**src/rtl/ccff_chain_loader_pkg.sv**
```systemverilog
// Shared types and helpers for the configuration-chain loader.
package ccff_ctrl_pkg;

  // Controller phases: idle, first (load) pass, optional verify pass, one-cycle done.
  typedef enum logic [1:0] {
    ST_IDLE   = 2'd0,
    ST_LOAD   = 2'd1,
    ST_VERIFY = 2'd2,
    ST_DONE   = 2'd3
  } state_e;

  // Number of host words needed to cover one full pass of the chain.
  function automatic int words_per_pass(input int chain_len, input int word_w);
    return (chain_len + word_w - 1) / word_w;
  endfunction

endpackage

```
**src/rtl/ccff_chain_loader_if.sv**
```systemverilog
// Host-to-loader bitstream stream (valid/ready, one word per accepted edge).
interface ccff_chain_loader_if #(
  parameter int WORD_W = 8
) ();
  logic [WORD_W-1:0] s_data;
  logic              s_valid;
  logic              s_ready;

  modport master (output s_data, output s_valid, input s_ready);
  modport slave  (input s_data, input s_valid, output s_ready);
endinterface

```
**src/rtl/ccff_chain_loader_word_serializer.sv**
```systemverilog
// Single-word buffer that serialises host words LSB-first onto the chain head.
// The ready rule keeps the buffered plus shifted bit total below the chain
// length, so a pass never accepts a word it cannot start shifting.
module ccff_word_serializer #(
  parameter  int CHAIN_LEN = 64,
  parameter  int WORD_W    = 8,
  parameter  int CNT_W     = $clog2(CHAIN_LEN + 1),
  localparam int IDX_W     = (WORD_W > 1) ? $clog2(WORD_W) : 1
) (
  input  logic             clk,
  input  logic             rst_n,
  input  logic             active_i,
  input  logic             test_en_i,
  input  logic             flush_i,
  input  logic [CNT_W-1:0] bit_count_i,
  ccff_chain_loader_if.slave s_if,
  output logic             shift_o,
  output logic             head_o
);

  logic [WORD_W-1:0] buf_q, buf_d;
  logic [IDX_W-1:0]  idx_q, idx_d;
  logic              valid_q, valid_d;

  logic              shift;
  logic              last_bit;
  logic              accept;
  logic [31:0]       fill;

  assign shift    = active_i && valid_q && !test_en_i;
  assign last_bit = shift && (idx_q == IDX_W'(WORD_W - 1));
  // Bits already shifted this pass plus bits still waiting in the buffer.
  assign fill     = 32'(bit_count_i) + (valid_q ? (32'(WORD_W) - 32'(idx_q)) : 32'd0);

  assign s_if.s_ready = active_i && (!valid_q || last_bit) && (fill < 32'(CHAIN_LEN));
  assign accept       = s_if.s_valid && s_if.s_ready;

  assign shift_o = shift;
  assign head_o  = shift ? buf_q[idx_q] : 1'b0;

  // Buffer next state: pass end discards leftovers, a new word reloads, a shift advances.
  always_comb begin
    buf_d   = buf_q;
    idx_d   = idx_q;
    valid_d = valid_q;
    if (flush_i) begin
      valid_d = 1'b0;
      idx_d   = '0;
    end else if (accept) begin
      buf_d   = s_if.s_data;
      idx_d   = '0;
      valid_d = 1'b1;
    end else if (shift) begin
      if (last_bit) begin
        valid_d = 1'b0;
        idx_d   = '0;
      end else begin
        idx_d = idx_q + IDX_W'(1);
      end
    end
  end

  // Buffer registers with synchronous active-low reset.
  always_ff @(posedge clk) begin
    if (!rst_n) begin
      buf_q   <= '0;
      idx_q   <= '0;
      valid_q <= 1'b0;
    end else begin
      buf_q   <= buf_d;
      idx_q   <= idx_d;
      valid_q <= valid_d;
    end
  end

endmodule

```
**src/rtl/ccff_chain_loader.sv**
```systemverilog
// Configuration-chain controller: loads the CCFF chain from a host stream and
// optionally re-sends the stream while checking what falls out of the tail.
module ccff_chain_loader
  import ccff_ctrl_pkg::*;
#(
  parameter  int CHAIN_LEN = 64,
  parameter  int WORD_W    = 8,
  localparam int CNT_W     = $clog2(CHAIN_LEN + 1)
) (
  input  logic             prog_clk,
  input  logic             prog_reset_n,
  input  logic             Test_en,
  input  logic             start,
  input  logic             verify_en,
  ccff_chain_loader_if.slave s_if,
  output logic             ccff_head,
  output logic             ccff_shift_en,
  input  logic             ccff_tail,
  output logic             busy,
  output logic             done,
  output logic             error,
  output logic [CNT_W-1:0] bit_count
);

  state_e           state_q, state_d;
  logic             verify_q, verify_d;
  logic             error_q, error_d;
  logic [CNT_W-1:0] bit_count_q, bit_count_d;

  logic             shift;
  logic             pass_end;

  assign busy     = (state_q == ST_LOAD) || (state_q == ST_VERIFY);
  // The shift that brings the count to CHAIN_LEN closes the current pass.
  assign pass_end = shift && (bit_count_q == CNT_W'(CHAIN_LEN - 1));

  ccff_word_serializer #(
    .CHAIN_LEN (CHAIN_LEN),
    .WORD_W    (WORD_W),
    .CNT_W     (CNT_W)
  ) u_serializer (
    .clk         (prog_clk),
    .rst_n       (prog_reset_n),
    .active_i    (busy),
    .test_en_i   (Test_en),
    .flush_i     (pass_end),
    .bit_count_i (bit_count_q),
    .s_if        (s_if),
    .shift_o     (shift),
    .head_o      (ccff_head)
  );

  assign ccff_shift_en = shift;
  assign done          = (state_q == ST_DONE);
  assign error         = error_q;
  assign bit_count     = bit_count_q;

  // Phase sequencing, per-pass bit counting and tail-versus-head compare.
  always_comb begin
    state_d     = state_q;
    verify_d    = verify_q;
    error_d     = error_q;
    bit_count_d = bit_count_q;
    case (state_q)
      ST_IDLE: begin
        if (start) begin
          state_d     = ST_LOAD;
          verify_d    = verify_en;
          error_d     = 1'b0;
          bit_count_d = '0;
        end
      end
      ST_LOAD: begin
        if (shift) begin
          bit_count_d = bit_count_q + CNT_W'(1);
        end
        if (pass_end) begin
          if (verify_q) begin
            state_d     = ST_VERIFY;
            bit_count_d = '0;
          end else begin
            state_d = ST_DONE;
          end
        end
      end
      ST_VERIFY: begin
        if (shift) begin
          bit_count_d = bit_count_q + CNT_W'(1);
          if (ccff_tail != ccff_head) begin
            error_d = 1'b1;
          end
        end
        if (pass_end) begin
          state_d = ST_DONE;
        end
      end
      ST_DONE: begin
        state_d = ST_IDLE;
      end
      default: begin
        state_d = ST_IDLE;
      end
    endcase
  end

  // Controller registers with synchronous active-low reset; reset aborts any pass.
  always_ff @(posedge prog_clk) begin
    if (!prog_reset_n) begin
      state_q     <= ST_IDLE;
      verify_q    <= 1'b0;
      error_q     <= 1'b0;
      bit_count_q <= '0;
    end else begin
      state_q     <= state_d;
      verify_q    <= verify_d;
      error_q     <= error_d;
      bit_count_q <= bit_count_d;
    end
  end

endmodule
```
**src/flat_wrapper.sv**
```systemverilog
// flat-port wrapper written by rule: the top's interface ports become plain ports
module ccff_chain_loader_flat import ccff_ctrl_pkg::*;
#(
  parameter  int CHAIN_LEN = 64,
  parameter  int WORD_W    = 8,
  localparam int CNT_W     = $clog2(CHAIN_LEN + 1)
)
  (prog_clk, prog_reset_n, Test_en, start, verify_en, ccff_head, ccff_shift_en, ccff_tail, busy, done, error, bit_count, s_if_s_data, s_if_s_valid, s_if_s_ready);
  ccff_chain_loader_if #(.WORD_W(WORD_W)) s_if_i ();
  input  logic prog_clk;
  input  logic prog_reset_n;
  input  logic Test_en;
  input  logic start;
  input  logic verify_en;
  output logic ccff_head;
  output logic ccff_shift_en;
  input  logic ccff_tail;
  output logic busy;
  output logic done;
  output logic error;
  output logic [CNT_W-1:0] bit_count;
  input wire logic [$bits(s_if_i.s_data)-1:0] s_if_s_data;
  input wire logic [$bits(s_if_i.s_valid)-1:0] s_if_s_valid;
  output wire logic [$bits(s_if_i.s_ready)-1:0] s_if_s_ready;
  assign s_if_i.s_data = s_if_s_data;
  assign s_if_i.s_valid = s_if_s_valid;
  assign s_if_s_ready = s_if_i.s_ready;
  ccff_chain_loader #(.CHAIN_LEN(CHAIN_LEN), .WORD_W(WORD_W)) u_core (.prog_clk(prog_clk), .prog_reset_n(prog_reset_n), .Test_en(Test_en), .start(start), .verify_en(verify_en), .s_if(s_if_i), .ccff_head(ccff_head), .ccff_shift_en(ccff_shift_en), .ccff_tail(ccff_tail), .busy(busy), .done(done), .error(error), .bit_count(bit_count));
endmodule
```
**config.mk**
```make
export PLATFORM = sky130hd
export DESIGN_NAME = ccff_chain_loader_flat
export DESIGN_NICKNAME = d
export VERILOG_FILES = /design/src/rtl/ccff_chain_loader_pkg.sv /design/src/rtl/ccff_chain_loader_if.sv /design/src/rtl/ccff_chain_loader_word_serializer.sv /design/src/rtl/ccff_chain_loader.sv /design/src/flat_wrapper.sv
export SDC_FILE = /design/constraint.sdc
export NUM_CORES = 1
export LEC_CHECK = 0
export ABC_AREA = 1
export CAP_MARGIN = 20
export CORE_MARGIN = 2
export CORE_UTILIZATION = 50
export CTS_BUF_LIST = sky130_fd_sc_hd__clkbuf_4
export DETAILED_ROUTE_END_ITERATION = 8
export PLACE_DENSITY = 0.85
export SETUP_SLACK_MARGIN = 0.05
export SYNTH_ARGS = -nofsm -noshare
export SYNTH_HDL_FRONTEND = slang
export SYNTH_SLANG_ARGS = --single-unit
```
**constraint.sdc**
```tcl
create_clock -name prog_clk -period 3 [get_ports prog_clk]
set_clock_uncertainty 0.15 [all_clocks]
set_input_delay 0.6 -clock prog_clk [delete_from_list [all_inputs] [get_ports prog_clk]]
set_output_delay 0.6 -clock prog_clk [all_outputs]
set_load 0.01 [all_outputs]
```
==> metrics <==
outcome=completed; GR Util All Layers=20.5%; Slew HR=63.6%; Residual DRC=0; Final period util=94.6%; CP delay by family, top=adder cells; RSZ-0062 raised after global routing=true; hold path endpoint=u_core.error$_SDFFE_PN0P_; Slew @ Worst Pin=545 ps; Post-Syn Area=1510 sq um; Die Wd=59.0 microns; CTS tree=done; Vias=1447; Syn Area/Cell=7.01 sq um; Post-synth top cells=nand2_1 (44), inv_1 (35), nor2_1 (32); port bufs=27; Final Hold Fails=0; layer with the highest usage=met2; Reg2Reg Setup Slack=760 ps; I/O pin count=28; Die H=59.0 microns; Final Setup Violations=0; dpl hpwl=2580 microns; Clk pin slew, worst setup/hold paths=130 ps; first-pass GRT wire length=5560 microns; Synth area leaders=dfxtp_1 (30%), nand2_1 (11%), ha_1 (9.9%), inv_1 (8.7%), nor2_1 (7.9%); Post-Layout Cell Count=283; area leader, netlist=dfxtp_1; FFs w/ async S/R, synth=0%; reg2reg start=u_core.u_serializer.idx_q[0]$_SDFFE_PP0P_; Routed Wire Length=3240 microns; min cycle time layout=2840 ps; startpoint types=flip-flop; Pwr per Cell Area=613 nW/um^2; row cnt=19; grt met2 use=35.9%; placed insts=279; GR met1 Demand/Resource=24.8%; area share of the largest cell type after synthesis=30.4%; Final Power=1170 uW; CP endpoint kind=primary output; P&R area growth vs syn=26.0%; initial antenna violation count=0; post-CTS setup buffer count=0; number of flops mapped to enable cells by yosys=0; R2R cell count=14; Primary FF master, synth=dfxtp_1; Synth Warn #=0; Root Driver=clkbuf_4; die area=3480 sq um; fin nets=280; CTS Hold Buffers Added=0; RD Place Congestion=0.908; Final TNS setup=0 ps; vias in the first global route=1381; post-CTS sizing=5; CP Data Arrival Time=2090 ps; GRT overflow=0; Sink Count=23; CTS Buf Count=3; Crit path largest cell delay=350 ps; DR iter-0 viols=80; clock buffer depth=2; most instantiated library cell after synthesis=nand2_1; VDD IR max=393 uV; min-delay worst type=flip-flop to flip-flop; routed wire length per instance=11.4 microns; fraction of layout cells with a size suffix above 1=12.7%; Detail Route Antenna Nets=0; largest net degree at the start of global routing=15; worst endpoint required time=2250 ps; CP max FO=3; Leak=0.000871 uW; FMAX=352 MHz; DR pass1 iterations=4; register area share after synthesis=30.4%; MaxCap Viol Count=0; routed vias/inst=5.11; post-synthesis cell count=216; highest-delay cell along the critical path=dfxtp_1; Net Count, Synth=243; Reg-to-Reg End=u_core.u_serializer.buf_q[5]$_SDFFE_PN0P_; Crit path top cell by count=nand2_1; Layout Utilization=68.0%; Worst-Skew Late Latency=320 ps; antenna cells=0; Cell variety after synth=34; Buf+Inv Stages, Crit Path=3; initial core utilization=54.0%; #FFs+latches synth=23; type of the worst setup path=flip-flop to primary output; worst hold stages=2; Max H-tree Level=1; total core area=2810 sq um; M3 GR Usage=2.84%; Hold WS=315 ps; critical-path cell list=inv_1 -> ha_1 -> nand2_1 -> inv_1 -> ha_1 -> nand2_1 -> nor2_1 -> o21ai_1 -> nand2_1 -> nor2_4 -> clkbuf_2; Pins Over Slew Limit=0; HP Start=u_core.error$_SDFFE_PN0P_
==> final cells by class <==
type / instances / area, sq um
Inverter: 37 / 143
Tap cell: 31 / 38.8
Fill cell: 254 / 897
Timing Repair Buffer: 35 / 328
Multi-Input combinational cell: 153 / 903
Clock inverter: 1 / 5.00
Clock buffer: 3 / 22.5
Sequential cell: 23 / 468
==> report_power, final <==
| group | switching [uW] | total (uW) | internal [uW] | leakage, uW |
|---|---|---|---|---|
| registers | 45.7 | 421 | 375 | 0.000188 |
| clock network | 97.7 | 148 | 50.0 | 0.0000177 |
| logic | 340 | 601 | 261 | 0.000665 |
==> sequential cells by signal, indices dropped and copies added (netlist names) <==
signal                       count
u_core.verify_q                  1
u_core.u_serializer.buf_q        8
u_core.error                     1
u_core.bit_count                 7
u_core.u_serializer.valid_q      1
u_core.state_q                   2
u_core.u_serializer.idx_q        3
==> cell families after synthesis <==
kind of cell | Yosys count | share of synthesized area, %
compound gates | 25 | 9.59
mux | 1 | 0.661
flops | 23 | 30.4
xor+xnor | 3 | 1.74
fa+ha+maj | 12 | 9.92
simple gates | 112 | 36.9
buf+inv | 40 | 10.7
==> worst min-delay path, cell delays in order, from the launching register on <==
cell	delay [ps]
dfxtp_1	330
inv_1	40
a21oi_1	60
==> routing by layer <==
metal / up-vias / share of wire (%) / wire length [microns]
met5: - / 0 / 0
met4: 0 / 2.8 / 89
met3: 11 / 3.6 / 115
met2: 37 / 49 / 1570
met1: 632 / 45 / 1460
li1: 767 / - / -
==> layout by cell type (no fill, tap or decap), types with 2 or more instances in the layout <==
| cell type | instances |
|---|---|
| nand2_1 | 44 |
| inv_1 | 35 |
| nor2_1 | 32 |
| clkdlybuf4s50_1 | 25 |
| dfxtp_1 | 21 |
| nand3_1 | 12 |
| a21oi_1 | 11 |
| ha_1 | 11 |
| nand4_1 | 9 |
| buf_4 | 8 |
| o21ai_0 | 5 |
| nor3_1 | 3 |
| o21ai_1 | 3 |
| xor2_1 | 3 |
| clkbuf_4 | 3 |
| nand3_4 | 2 |
| nor2_4 | 2 |
| clkinv_2 | 2 |
| dfxtp_4 | 2 |
==> worst max path at each step <==
| stage | depth (start not counted) | startpoint | endpoint | slack [ps] |
|---|---|---|---|---|
| final | 11 | u_core.u_serializer.idx_q[0]$_SDFFE_PP0P_ | s_if_s_ready | 160 |
| after global routing | 11 | u_core.u_serializer.idx_q[0]$_SDFFE_PP0P_ | s_if_s_ready | 40 |
| after CTS | 11 | u_core.u_serializer.idx_q[0]$_SDFFE_PP0P_ | s_if_s_ready | 60 |
| after detailed placement | 11 | u_core.u_serializer.idx_q[1]$_SDFFE_PP0P_ | s_if_s_ready | 140 |
| after global placement | 7 | Test_en | s_if_s_ready | 180 |
| after floorplan | 10 | u_core.u_serializer.idx_q[0]$_SDFFE_PP0P_ | s_if_s_ready | 510 |
==> stage by stage <==
stage                     setup slack, ps  cell area (sq um)
after floorplan                       510               1510
after global placement                176               1860
after detailed placement              137               1860
after CTS                            56.6               1900
after global routing                 40.0               1910
final                                 161               1910
Note: power is estimated with default switching activity, not from simulation.
